### src/rtl/denoise_pkg.sv
// Shared mode codes and parameter helpers for the sliding-window pixel denoiser.
package denoise_pkg;

  typedef enum logic [1:0] {
    MODE_BYPASS = 2'd0,
    MODE_MEDIAN = 2'd1,
    MODE_MIN    = 2'd2,
    MODE_MAX    = 2'd3
  } mode_e;

  localparam int COLOR_W = 3;

  function automatic logic color_is_void(input logic [COLOR_W-1:0] color, input int nch);
    return int'(color) >= nch;
  endfunction

  function automatic logic win_legal(input int win);
    return (win == 3) || (win == 5);
  endfunction

endpackage

### src/rtl/denoise_sort_win.sv
// Combinational odd-even transposition sorting network over WIN samples; exposes min, median and max.
module denoise_sort_win #(
  parameter int DW  = 8,
  parameter int WIN = 3
) (
  input  logic [WIN*DW-1:0] samples,
  output logic [DW-1:0]     min_out,
  output logic [DW-1:0]     med_out,
  output logic [DW-1:0]     max_out
);

  logic [DW-1:0] s [WIN];
  logic [DW-1:0] tmp;

  // WIN alternating passes of neighbour compare-exchange fully sort WIN elements
  always_comb begin
    tmp = '0;
    for (int i = 0; i < WIN; i++) s[i] = samples[i*DW +: DW];
    for (int p = 0; p < WIN; p++) begin
      for (int i = p % 2; i < WIN - 1; i += 2) begin
        if (s[i] > s[i+1]) begin
          tmp    = s[i];
          s[i]   = s[i+1];
          s[i+1] = tmp;
        end
      end
    end
  end

  assign min_out = s[0];
  assign med_out = s[WIN/2];
  assign max_out = s[WIN-1];

endmodule

### src/rtl/denoise_window_filter.sv
// Per-channel 1-D sliding-window filter (median/min/max/bypass) for a colour-interleaved pixel stream.
module denoise_window_filter
  import denoise_pkg::*;
#(
  parameter int DW  = 8,
  parameter int NCH = 3,
  parameter int WIN = 3
) (
  input  logic          clk,
  input  logic          rst,
  input  logic [DW-1:0] pixel_in,
  input  logic          valid_in,
  input  logic [2:0]    color_in,
  input  logic          last_col_in,
  input  logic [1:0]    mode_in,
  output logic [DW-1:0] pixel_out,
  output logic          valid_out,
  output logic [2:0]    color_out,
  output logic          last_col_out,
  output logic          err
);

  if (!win_legal(WIN)) begin : g_bad_win
    $error("denoise_window_filter: WIN must be 3 or 5");
  end
  if (NCH < 1 || NCH > 7) begin : g_bad_nch
    $error("denoise_window_filter: NCH must be 1..7");
  end

  localparam int          CW       = $clog2(WIN);
  localparam logic [2:0]  VOID     = 3'(NCH);
  localparam logic [2:0]  LAST_CH  = 3'(NCH - 1);
  localparam logic [CW-1:0] CNT_FULL = CW'(WIN - 1);

  logic [DW-1:0]  stage [NCH];
  logic [DW-1:0]  win   [NCH][WIN];
  logic [DW-1:0]  res   [NCH];
  logic [DW-1:0]  mn    [NCH];
  logic [DW-1:0]  md    [NCH];
  logic [DW-1:0]  mx    [NCH];
  logic [DW-1:0]  sel   [NCH];
  logic [DW-1:0]  ser_pix;
  logic [2:0]     exp_ch;
  logic [2:0]     ser_idx;
  logic [CW-1:0]  col_cnt;
  mode_e          mode_lat;
  mode_e          mode_eff;
  mode_e          pend_mode;
  logic           line_open;
  logic           pend;
  logic           pend_last;
  logic           res_valid;
  logic           res_last;
  logic           accept;
  logic           order_bad;
  logic           commit;

  assign accept    = valid_in && !color_is_void(color_in, NCH);
  assign order_bad = accept && (color_in != exp_ch);
  assign commit    = accept && !order_bad && (color_in == LAST_CH);
  assign mode_eff  = line_open ? mode_lat : mode_e'(mode_in);

  for (genvar c = 0; c < NCH; c++) begin : g_ch
    logic [WIN*DW-1:0] flat;
    for (genvar i = 0; i < WIN; i++) begin : g_tap
      assign flat[i*DW +: DW] = win[c][i];
    end
    denoise_sort_win #(.DW(DW), .WIN(WIN)) u_sort (
      .samples (flat),
      .min_out (mn[c]),
      .med_out (md[c]),
      .max_out (mx[c])
    );
  end

  // Input side: channel staging, window shift on commit, line bookkeeping
  always_ff @(posedge clk or posedge rst) begin
    if (rst) begin
      for (int c = 0; c < NCH; c++) begin
        stage[c] <= '0;
        for (int i = 0; i < WIN; i++) win[c][i] <= '0;
      end
      exp_ch    <= '0;
      col_cnt   <= '0;
      mode_lat  <= MODE_BYPASS;
      line_open <= 1'b0;
      err       <= 1'b0;
      pend      <= 1'b0;
      pend_last <= 1'b0;
      pend_mode <= MODE_BYPASS;
    end else begin
      pend <= 1'b0;
      if (accept) begin
        if (!line_open) begin
          mode_lat  <= mode_e'(mode_in);
          line_open <= 1'b1;
        end
        if (order_bad) begin
          err    <= 1'b1;
          exp_ch <= '0;
        end else if (commit) begin
          for (int c = 0; c < NCH; c++) begin
            win[c][0] <= (c == NCH - 1) ? pixel_in : stage[c];
            for (int i = 1; i < WIN; i++) win[c][i] <= win[c][i-1];
          end
          pend      <= (mode_eff == MODE_BYPASS) || (col_cnt == CNT_FULL);
          pend_last <= last_col_in;
          pend_mode <= mode_eff;
          exp_ch    <= '0;
          if (last_col_in) begin
            col_cnt   <= '0;
            line_open <= 1'b0;
          end else if (col_cnt != CNT_FULL) begin
            col_cnt <= col_cnt + CW'(1);
          end
        end else begin
          for (int c = 0; c < NCH; c++) begin
            if (color_in == 3'(c)) stage[c] <= pixel_in;
          end
          exp_ch <= exp_ch + 3'd1;
        end
      end
    end
  end

  always_comb begin
    for (int c = 0; c < NCH; c++) begin
      case (pend_mode)
        MODE_MEDIAN: sel[c] = md[c];
        MODE_MIN:    sel[c] = mn[c];
        MODE_MAX:    sel[c] = mx[c];
        default:     sel[c] = win[c][0];
      endcase
    end
  end

  always_comb begin
    ser_pix = '0;
    for (int c = 0; c < NCH; c++) begin
      if (ser_idx == 3'(c)) ser_pix = res[c];
    end
  end

  // Result register and NCH-beat serialiser; a new result may land on the final beat of the previous one
  always_ff @(posedge clk or posedge rst) begin
    if (rst) begin
      for (int c = 0; c < NCH; c++) res[c] <= '0;
      res_valid    <= 1'b0;
      res_last     <= 1'b0;
      ser_idx      <= '0;
      pixel_out    <= '0;
      valid_out    <= 1'b0;
      color_out    <= VOID;
      last_col_out <= 1'b0;
    end else begin
      if (pend) begin
        for (int c = 0; c < NCH; c++) res[c] <= sel[c];
        res_last  <= pend_last;
        res_valid <= 1'b1;
      end else if (res_valid && ser_idx == LAST_CH) begin
        res_valid <= 1'b0;
      end
      if (res_valid) begin
        pixel_out    <= ser_pix;
        valid_out    <= 1'b1;
        color_out    <= ser_idx;
        last_col_out <= res_last;
        ser_idx      <= (ser_idx == LAST_CH) ? 3'd0 : ser_idx + 3'd1;
      end else begin
        pixel_out    <= '0;
        valid_out    <= 1'b0;
        color_out    <= VOID;
        last_col_out <= 1'b0;
      end
    end
  end

endmodule

### config.mk
export PLATFORM = sky130hd
export DESIGN_NAME = denoise_window_filter
export DESIGN_NICKNAME = d
export VERILOG_FILES = /design/src/rtl/denoise_pkg.sv /design/src/rtl/denoise_sort_win.sv /design/src/rtl/denoise_window_filter.sv
export SDC_FILE = /design/constraint.sdc
export NUM_CORES = 1
export LEC_CHECK = 0
export BUFFER_PORTS_ARGS = -buffer_cell sky130_fd_sc_hd__buf_2
export CORE_MARGIN = 5
export CORE_UTILIZATION = 41
export DETAILED_ROUTE_END_ITERATION = 6
export HOLD_SLACK_MARGIN = 0.08
export PLACE_DENSITY = 0.61
export SYNTH_ARGS = -nofsm -noshare
export SYNTH_HDL_FRONTEND = slang
export SYNTH_HIERARCHICAL = 1
export SYNTH_SLANG_ARGS = --single-unit
### constraint.sdc
create_clock -name clk -period 5.4 [get_ports clk]
set_input_delay 1.08 -clock clk [delete_from_list [all_inputs] [get_ports clk]]
set_output_delay 1.08 -clock clk [all_outputs]
set_load 0.01 [all_outputs]
==> run_results.csv, run 1 <==
group,metric,value,unit
critical_path,cp_max_fo,8,
critical_path,worstSetupEndpointType,"flip-flop",
final_layout,drive_gt1_frac,0.504,
global_routing,global_route.usage.total,0.182,
place,port_buffers,30,
critical_path,timing.critical_path.arrival,5.83,ns
final_layout,finalNetCount,1143,
global_routing,via_count_of_the_first_global_routing_pass,7873,
place,hpwl,18300,um
power_and_ir_drop,power.share.switching,0.285,
routing,drt_pass1_iterations,5,
place,gp_routability_congestion,0.867,
clock_tree,clk_transition_reported_paths,0.07,ns
final_layout,num_antenna_cells,0,
final_layout,layout_commonest_cell,"dfrtp_1",
sta,final_critical_path_setup_slack,-0.131,ns
hold_path,min-delay-path-class,"flip-flop to flip-flop",
critical_path,crit-reg2reg-launch,"g_ch[1].flat[9]",
critical_path,timing.setup.critical_path_class,"flip-flop to flip-flop",
sta,shortest_period_the_worst_path_allows,5.53,ns
synth,synth_sequential_area_ratio,0.343,
power_and_ir_drop,power_density,248,nW/um^2
routing,dr.first_iter.drc_count,432,
sta,final_max_slew_viol_count,0,
die,floorplan.die_area,28700,sq um
critical_path,critPathMaxStageDelay,0.48,ns
power_and_ir_drop,share_comb_of_total_power,0.276,
clock_tree,cts_tree,"done",
sta,final-hold-violation-count,0,
routing,vias,7659,
flow_run,maximum_capacitance_violations,0,
sta,grt_setup_unrepaired,"yes",
status,outcome,"finished, violations left",
sta,finalSetupViolCount,16,
sta,max_slew.worst_pin.slew,1.20,ns
critical_path,setup.worst_path.start_class,"flip-flop",
power_and_ir_drop,power.share.sequential,0.359,
global_routing,antenna_found_initial,1,
power_and_ir_drop,ir_worst_vdd,0.205,mV
critical_path,crit_required,5.70,ns
synth,synth_cells,895,
power_and_ir_drop,p_clk_frac,0.365,
routing,antenna_violating_nets_left,0,
sta,fmax,0.181,GHz
synth,synth_area_per_cell,11.7,sq um
status,violated_checks,"setup timing",
die,die-width,169,um
clock_tree,clock_insertion_delay_worst_skew,0.42,ns
routing,via_per_inst,5.49,
synth,syn_area,10400,sq um
die,initial_utilization,0.415,
synth,ys.flop_type,"dfrtp_1",
clock_tree,cts_hold_repair.buffers,0,
synth,syn-num-nets,986,
global_routing,globalRoute.totalOverflow,0,
synth,flip_flop_and_latch_count_after_synthesis,143,
die,floorplan.rows,58,
power_and_ir_drop,power.net_switching,924,uW
routing,route.final.wire_length,25700,um
sta,finalSetupTns,-1.27,ns
sta,final.hold.worst_slack,0.463,ns
clock_tree,tritoncts.num_buffers,17,
final_layout,syn2layout_area_growth,25.4,%
die,floorplan.die.height,169,um
synth,synth-edff-count,0,
die,io-pin-count,31,
sta,final_min_period_over_clock_period,1.02,
final_layout,finish.instance_area,13100,sq um
synth,netlist-cell-type-count,61,
sta,skew,0.0115,ns
global_routing,largest_net_degree_at_the_start_of_global_routing,78,
clock_tree,sink_count_of_the_clock_tree,143,
clock_tree,clockRootBuffer,"clkbuf_16",
routing,detail_route.drc_violations,0,
hold_path,timing.hold.worst.start,"err",
synth,async_flop_share,1.00,
critical_path,critPathLaunch,"g_ch[1].flat[9]",
final_layout,most-common-layout-cells,"141 x dfrtp_1, 133 x buf_4, 110 x mux2_2, 55 x nand2_1, 50 x ha_1",
power_and_ir_drop,leakage,6.01,nW
synth,ys_warns,6,
place,postPlaceCellArea,11600,sq um
clock_tree,cts.htree.levels,4,
sta,slew_headroom,0.199,
power_and_ir_drop,cell_internal_pwr,2.32,mW
global_routing,grt_pass1_wl,41800,um
clock_tree,ctsLongestPathBuffers,2,
routing,wire_per_inst,18.4,um
die,placeableCoreArea,25100,sq um
critical_path,timing.critical_path.slowest_stage_cell,"mux4_2",
[logic make-up (layout without fill, tap and decap cells)]
group | Yosys count | count (layout) | synth area share
muxes | 196 | 196 | 0.240
AOI/OAI and AO/OA | 196 | 196 | 0.167
and+or+nand+nor | 189 | 189 | 0.101
xor gates and xnor gates | 4 | 4 | 0.00336
adders and majority gates | 74 | 74 | 0.0888
DFF | 143 | 143 | 0.343
buffers and inverters | 93 | 263 | 0.0559
[power by group through the flow]
| stage | Clock (mW) | Combinational, mW | Sequential, mW |
|---|---|---|---|
| after detailed placement | 0 | 0.794 | 1.18 |
| after global placement | 0 | 0.779 | 1.18 |
| final | 1.18 | 0.896 | 1.16 |
| after global routing | 1.26 | 0.963 | 1.17 |
| after CTS | 1.21 | 0.871 | 1.16 |
| after floorplan | 0 | 0.636 | 1.16 |
[synthesized netlist by cell type (4+ instances only)]
cell	instances	area (sq um)
a211oi_1	4	30.0
a21oi_1	27	135
a21oi_2	27	236
a21oi_4	12	195
and2_1	6	37.5
buf_1	7	26.3
buf_12	6	120
buf_2	13	65.1
buf_6	11	124
dfrtp_1	141	3530
ha_1	74	926
inv_1	49	184
mux2_2	118	1330
mux2_4	19	285
mux2i_1	35	350
mux4_2	24	541
nand2_1	55	206
nand2b_1	8	50.1
nand4_1	12	75.1
nor2_1	37	139
nor2b_1	8	50.1
nor2b_2	6	52.6
o211ai_2	6	75.1
o21ai_0	35	175
o21ai_1	9	45.0
o221a_1	36	405
o221a_2	12	135
o2bb2ai_1	9	78.8
or3_1	27	169
[per-layer routing]
layer  up-vias  share of wire  track usage
met4         0          0.010       0.0396
met3        21          0.039       0.0326
met1      3812           0.46        0.248
met5         -              0            0
met2       137           0.49        0.305
li1       3689              -            -
[flip-flops by register name, indices dropped and copies added (netlist names), 2 cells and up]
signal and flops:
col_cnt 2, color_out 3, exp_ch 3, g_ch.flat 72, mode_lat 2, pend_mode 2, pixel_out 8, res 24
ser_idx 3, stage 16
[final timing paths]
| check | to | slack, ns | depth (start not counted) |
|---|---|---|---|
| worst max-delay path | res[12] | -0.13 | 26 |
| worst min-delay path | err | 0.46 | 1 |
| worst max register to register | res[12] | -0.13 | 26 |
| worst min register to register | err | 0.46 | 1 |
| max in group asynchronous | stage[14] | 3.62 | 3 |
| min in group asynchronous | g_ch[0].flat[18] | 0.77 | 2 |
[cell type report]
class,count,area [sq um]
tap,330,413
sequential,143,3580
inverter,49,189
clock inverter,12,134
fill,2217,12000
timing repair buffer,182,1430
multi-input combinational,659,6870
clock buffer,20,457
[what timing repair did]
action	CTS	global route
cloned	1	0
setup buffers	21	5
pin swaps	29	29
resized for setup	57	48
endpoints found under the hold margin	0	0
setup endpoints to repair	24	24
[stage by stage]
step	cells	power [mW]	setup WS, ns	util
5_1_grt	1395	3.39	-0.381	0.521
3_3_place_gp	1337	1.96	-0.428	0.462
4_1_cts	1391	3.24	-0.168	0.509
2_1_floorplan	895	1.80	0.0204	-
3_5_place_dp	1337	1.97	-0.438	0.462
6_report	1395	3.24	-0.131	0.521
[critical path, delay by kind of cell (launching register included)]
family                   cells  cell delay [ns]
adder cells (fa/ha/maj)      3             0.75
AO/OA/AOI/OAI               10             1.78
flip-flops                   1             0.37
AND/OR/NAND/NOR              4             0.56
multiplexers                 4             1.26
buffers and inverters        5             0.66
Note: power is estimated with default switching activity, not from simulation.
==> inputs of run 2 (changes only) <==
--- a/config.mk
+++ b/config.mk
@@ -10,7 +10,7 @@
 export CORE_UTILIZATION = 41
 export DETAILED_ROUTE_END_ITERATION = 6
 export HOLD_SLACK_MARGIN = 0.08
-export PLACE_DENSITY = 0.61
+export PLACE_DENSITY = 0.58
 export SYNTH_ARGS = -nofsm -noshare
 export SYNTH_HDL_FRONTEND = slang
 export SYNTH_HIERARCHICAL = 1
==> constraint.sdc (replaced) <==
create_clock -name clk -period 6.4 [get_ports clk]
set_input_delay 1.28 -clock clk [delete_from_list [all_inputs] [get_ports clk]]
set_output_delay 1.28 -clock clk [all_outputs]
set_load 0.01 [all_outputs]
==> run 2 against run 1 <==
The flow now finishes without violations; die area is the same; combinational power shrank 26%; sequential power shrank 16%; largest cell class unchanged; power shrank 17%; largest power group unchanged; design area shrank 8.9%.
==> run_results.csv, run 2 (synthesis results as in run 1) <==
group,metric,value,unit
final_layout,layout_commonest_cell,"dfrtp_1",
power_and_ir_drop,leakage,5.46,nW
die,io-pin-count,31,
critical_path,cp_max_fo,15,
routing,antenna_violating_nets_left,0,
die,floorplan.die.height,169,um
power_and_ir_drop,power_density,227,nW/um^2
final_layout,fillerInstances,2342,
clock_tree,cts_tree,"done",
global_routing,globalRoute.totalOverflow,0,
final_layout,finalNetCount,1073,
critical_path,setup.worst_path.start_class,"flip-flop",
place,place.detailed.instances,1276,
clock_tree,total_of_cells_resized_after_clock_tree_synthesis,0,
place,gp_routability_congestion,0.867,
critical_path,worstSetupEndpointType,"flip-flop",
routing,vias,7364,
power_and_ir_drop,ir_worst_vdd,0.152,mV
clock_tree,tritoncts.num_buffers,17,
clock_tree,post_cts.repair.setup_buffers,0,
place,port_buffers,30,
final_layout,syn2layout_area_growth,14.2,%
routing,detail_route.drc_violations,0,
clock_tree,clk_transition_reported_paths,0.06,ns
sta,final_critical_path_setup_slack,0.356,ns
routing,drt_pass1_iterations,5,
sta,final_min_period_over_clock_period,0.944,
die,placeableCoreArea,25100,sq um
power_and_ir_drop,post_route_total_power,2.70,mW
sta,shortest_period_the_worst_path_allows,6.04,ns
sta,finalSetupViolCount,0,
routing,wire_per_inst,19.0,um
clock_tree,clockRootBuffer,"clkbuf_16",
final_layout,most-common-layout-cells,"141 x dfrtp_1, 118 x mux2_2, 79 x buf_4, 74 x ha_1, 55 x nand2_1",
flow_run,maximum_capacitance_violations,0,
sta,finalSetupTns,0,ns
final_layout,drive_gt1_frac,0.405,
critical_path,crit_required,6.70,ns
global_routing,largest_net_degree_at_the_start_of_global_routing,92,
critical_path,timing.critical_path.slowest_stage_cell,"o31ai_4",
critical_path,timing.setup.critical_path_class,"flip-flop to flip-flop",
critical_path,critPathMaxStageDelay,0.50,ns
global_routing,via_count_of_the_first_global_routing_pass,7498,
hold_path,min-delay-path-class,"flip-flop to flip-flop",
place,placement.setup.worst_slack,0.220,ns
routing,via_per_inst,5.56,
final_layout,finish.cell_count_without_fillers,1325,
global_routing,global_route.usage.total,0.180,
sta,grt_setup_unrepaired,"no",
die,initial_utilization,0.415,
die,floorplan.die_area,28700,sq um
sta,slew_headroom,0.271,
sta,final-hold-violation-count,0,
routing,dr.first_iter.drc_count,506,
clock_tree,clock_insertion_delay_worst_skew,0.42,ns
place,hpwl,17900,um
die,floorplan.rows,58,
final_layout,largest_register_ff_count,72,
sta,fmax,0.165,GHz
die,die-width,169,um
routing,route.final.wire_length,25200,um
final_layout,multi_input_logic_area,6310,sq um
final_layout,area.sequential,3580,sq um
global_routing,grt_pass1_wl,41100,um
global_routing,antenna_found_initial,0,
clock_tree,sink_count_of_the_clock_tree,143,
status,outcome,"finished, final reports clean",
critical_path,timing.critical_path.arrival,6.35,ns
clock_tree,ctsLongestPathBuffers,2,
critical_path,path_cells,"ha_1 > a21oi_1 > a21oi_2 > o22ai_4 > buf_4 > mux2_4 > ha_1 > and4_1 > a21boi_2 > o31ai_4 > mux2i_1 > ha_1 > a21oi_1 > a21oi_2 > o22ai_2 > buf_4 > nor2b_1 > buf_4 > nand2_1 > o221a_1 > mux4_2 > mux2_2",
final_layout,num_antenna_cells,0,
clock_tree,cts.htree.levels,4,
clock_tree,cts_hold_repair.buffers,0,
sta,final_max_slew_viol_count,0,
sta,skew,0.00753,ns
sta,max_slew.worst_pin.slew,1.09,ns
run 2: where the power goes:
group	switching [mW]	leakage, nW	internal (mW)
registers	0.0370	1.95	0.941
logic	0.319	3.21	0.341
clock network	0.398	0.304	0.665
run 2: final timing paths:
| path | to | slack (ns) | from | depth (start not counted) |
|---|---|---|---|---|
| min in group asynchronous | g_ch[0].flat[22] | 1.04 | rst | 2 |
| setup / recovery | res[9] | 0.36 | g_ch[1].flat[3] | 22 |
| max in group asynchronous | g_ch[0].flat[16] | 4.14 | rst | 3 |
| hold / removal | err | 0.45 | err | 1 |
| hold reg to reg | err | 0.45 | err | 1 |
| setup reg to reg | res[9] | 0.36 | g_ch[1].flat[3] | 22 |
run 2: final cells by class:
type                    instances  share of cell area
multi-input cells             660               0.530
flip-flops and latches        143               0.301
repair buffers                111              0.0658
clock buffers                  19              0.0372
well taps                     330              0.0347
inverters                      49              0.0159
clock inverters                13              0.0156
run 2: through the flow:
step	util	hold slack (ns)	area [sq um]
2_1_floorplan	-	0.452	10400
3_3_place_gp	0.443	0.444	11100
3_5_place_dp	0.443	0.440	11100
4_1_cts	0.468	0.455	11700
5_1_grt	0.474	0.485	11900
6_report	0.474	0.453	11900
run 2: per-layer routing:
| layer | track usage | part of all wire |
|---|---|---|
| met1 | 0.255 | 0.48 |
| met2 | 0.289 | 0.48 |
| met3 | 0.0249 | 0.026 |
| met4 | 0.0515 | 0.016 |
| met5 | 0 | 0 |
run 2: worst max-delay path, delay by kind of cell (launching register included):
| kind | cells | cell delay (ns) |
|---|---|---|
| AND/OR/NAND/NOR | 3 | 0.43 |
| multiplexers | 4 | 1.41 |
| adder cells (fa/ha/maj) | 3 | 0.96 |
| AO/OA/AOI/OAI | 9 | 2.09 |
| buffers and inverters | 3 | 0.61 |
| flip-flops | 1 | 0.41 |
==> inputs of run 3 (changes only) <==
--- a/config.mk
+++ b/config.mk
@@ -6,11 +6,12 @@
 export NUM_CORES = 1
 export LEC_CHECK = 0
 export BUFFER_PORTS_ARGS = -buffer_cell sky130_fd_sc_hd__buf_2
+export CORE_ASPECT_RATIO = 0.9
 export CORE_MARGIN = 5
 export CORE_UTILIZATION = 41
 export DETAILED_ROUTE_END_ITERATION = 6
 export HOLD_SLACK_MARGIN = 0.08
-export PLACE_DENSITY = 0.58
+export PLACE_DENSITY_LB_ADDON = 0.12
 export SYNTH_ARGS = -nofsm -noshare
 export SYNTH_HDL_FRONTEND = slang
 export SYNTH_HIERARCHICAL = 1
==> run 3 against run 2 <==
Power shrank 1.9%; count of clock-buffer cells in the layout shrank 2; clock skew rose by 0.0017 ns; sequential share of layout area up 0.29 points; first-iteration DRC count is 5.1% lower; clock power is 4% lower; maximum frequency is 1.6% lower; worst hold slack improved by 0.0057 ns; global-route usage increased by 1.1 points.
==> run_results.csv, run 3 (synthesis results as in run 1) <==
group,metric,value,unit
status,outcome,"finished, final reports clean",
critical_path,worst_r2r_path_depth,23,
final_layout,layout_commonest_cell,"dfrtp_1",
final_layout,most-common-layout-cells,"141 x dfrtp_1, 118 x mux2_2, 74 x ha_1, 69 x buf_4, 55 x nand2_1",
clock_tree,cts.htree.levels,4,
place,place.detailed.instances,1287,
routing,detail_route.drc_violations,0,
sta,final_max_slew_viol_count,0,
power_and_ir_drop,cell_internal_pwr,1.83,mW
final_layout,syn2layout_area_growth,13.1,%
routing,dr.first_iter.drc_count,480,
die,placeableCoreArea,25100,sq um
place,hpwl,19300,um
routing,via_per_inst,5.56,
critical_path,timing.critical_path.arrival,6.46,ns
power_and_ir_drop,leakage,5.40,nW
global_routing,globalRoute.totalOverflow,0,
global_routing,grt_pass1_wl,43000,um
sta,slew_headroom,0.254,
place,placement.setup.worst_slack,-0.0575,ns
hold_path,min-delay-path-class,"flip-flop to flip-flop",
routing,drt_pass1_iterations,5,
routing,route.final.wire_length,26800,um
final_layout,largest_register_ff_count,72,
critical_path,critPathMostFrequentCell,"ha_1",
global_routing,largest_net_degree_at_the_start_of_global_routing,89,
critical_path,worstSetupEndpointType,"flip-flop",
power_and_ir_drop,power_density,225,nW/um^2
critical_path,worst-path-buf-inv,2,
critical_path,regToRegSetupSlack,0.26,ns
power_and_ir_drop,ir_worst_vdd,0.171,mV
power_and_ir_drop,power.share.switching,0.310,
critical_path,critPathMaxStageDelay,0.47,ns
critical_path,critPathLaunch,"g_ch[0].flat[9]",
die,floorplan.die.height,161,um
clock_tree,ctsLongestPathBuffers,2,
place,port_buffers,30,
final_layout,finish.cell_count_without_fillers,1326,
die,floorplan.die_area,28700,sq um
critical_path,critical_path_depth,23,
die,io-pin-count,31,
clock_tree,cts_hold_repair.buffers,0,
critical_path,timing.critical_path.slowest_stage_cell,"dfrtp_1",
sta,shortest_period_the_worst_path_allows,6.14,ns
routing,vias,7366,
sta,final_min_period_over_clock_period,0.960,
clock_tree,total_of_cells_resized_after_clock_tree_synthesis,0,
sta,grt_setup_unrepaired,"yes",
critical_path,cp_max_fo,15,
final_layout,finalNetCount,1062,
sta,skew,0.00919,ns
sta,finalSetupViolCount,0,
critical_path,path_cells,"inv_1 > ha_1 > nor2b_4 > o211ai_2 > a21oi_2 > o22ai_4 > mux2_2 > ha_1 > and2_1 > o21ai_1 > a21boi_2 > o31ai_4 > buf_4 > mux2i_1 > ha_1 > a21oi_1 > o21ai_0 > o22ai_2 > nor2b_2 > a21oi_4 > o221a_1 > mux4_2 > mux2_2",
clock_tree,tritoncts.num_buffers,17,
place,gp_routability_congestion,0.833,
hold_path,timing.hold.worst.start,"err",
power_and_ir_drop,share_comb_of_total_power,0.245,
final_layout,drive_gt1_frac,0.399,
routing,wire_per_inst,20.2,um
final_layout,num_antenna_cells,0,
power_and_ir_drop,p_clk_frac,0.384,
routing,antenna_violating_nets_left,0,
global_routing,via_count_of_the_first_global_routing_pass,7409,
critical_path,worst_r2r_endpoint,"res[19]",
critical_path,critPathCapture,"res[19]",
power_and_ir_drop,power.net_switching,820,uW
clock_tree,sink_count_of_the_clock_tree,143,
sta,final_critical_path_setup_slack,0.257,ns
sta,final-hold-violation-count,0,
clock_tree,clk_transition_reported_paths,0.07,ns
die,die-width,178,um
critical_path,crit_required,6.71,ns
clock_tree,cts_tree,"done",
critical_path,crit-reg2reg-launch,"g_ch[0].flat[9]",
die,floorplan.rows,55,
power_and_ir_drop,power.share.sequential,0.371,
die,initial_utilization,0.415,
flow_run,maximum_capacitance_violations,0,
critical_path,setup.worst_path.start_class,"flip-flop",
global_routing,global_route.usage.total,0.191,
clock_tree,clock_insertion_delay_worst_skew,0.43,ns
critical_path,cpLargestDelayFamily,"compound AO/OA/AOI/OAI gates",
critical_path,timing.setup.critical_path_class,"flip-flop to flip-flop",
global_routing,antenna_found_initial,0,
sta,fmax,0.163,GHz
clock_tree,clockRootBuffer,"clkbuf_16",
sta,max_slew.worst_pin.slew,1.11,ns
[run 3: changes by cell type in the layout (fill, tap and decap cells not counted), moves of 2 or more]
cell        previous run  this run
clkinv_2               3         0
buf_4                 79        69
bufinv_16              4         1
inv_8                  0         4
clkinv_4               1         3
inv_6                  4         7
clkinvlp_4             2         0
[run 3: per-stage QoR]
| stage | instance area [sq um] | power (mW) | setup TNS, ns | utilization | hold slack [ns] |
|---|---|---|---|---|---|
| finish | 11800 | 2.65 | 0 | 0.469 | 0.458 |
| detailed placement | 11100 | 1.64 | -0.356 | 0.443 | 0.450 |
| global placement | 11100 | 1.64 | -0.0207 | 0.443 | 0.443 |
| floorplan | 10400 | 1.51 | 0 | - | 0.452 |
| CTS | 11800 | 2.67 | 0 | 0.468 | 0.465 |
| global route | 11800 | 2.77 | -0.0121 | 0.469 | 0.494 |
[run 3: what timing repair did]
item / in CTS / in global routing
pin swaps: 1 / 2
setup endpoints to repair: 8 / 16
buffers inserted: 4 / 2
gates cloned: 0 / 1
[run 3: metal layers]
metal  share of wire  vias up  global-route usage  routed length (um)
met5               0        -                   0                   0
met4          0.0076        0              0.0373                 204
met3           0.032       14              0.0351                 861
met2            0.44      126               0.285               11800
met1            0.52     3701               0.291               13900
li1                -     3525                   -                   -
[run 3: power by group through the flow]
stage	clock network [mW]	logic [mW]	registers, mW
floorplan	0	0.537	0.978
global placement	0	0.637	1.00
detailed placement	0	0.638	1.00
CTS	1.04	0.642	0.983
global route	1.08	0.701	0.989
finish	1.02	0.649	0.984
[run 3: worst min-delay path by stage]
stage / slack, ns / cells past startpoint / endpoint
6_report: 0.46 / 1 / err
3_3_place_gp: 0.44 / 1 / err
3_5_place_dp: 0.45 / 1 / err
4_1_cts: 0.47 / 1 / err
5_1_grt: 0.49 / 1 / err
2_1_floorplan: 0.45 / 1 / pixel_out[0]
[run 3: area by class of cell]
type / instances / area [sq um]
tap: 342 / 428
inverter: 49 / 189
clock inverter: 15 / 170
sequential: 143 / 3580
timing repair buffer: 100 / 688
multi-input combinational: 660 / 6310
clock buffer: 17 / 425
fill: 2307 / 13300
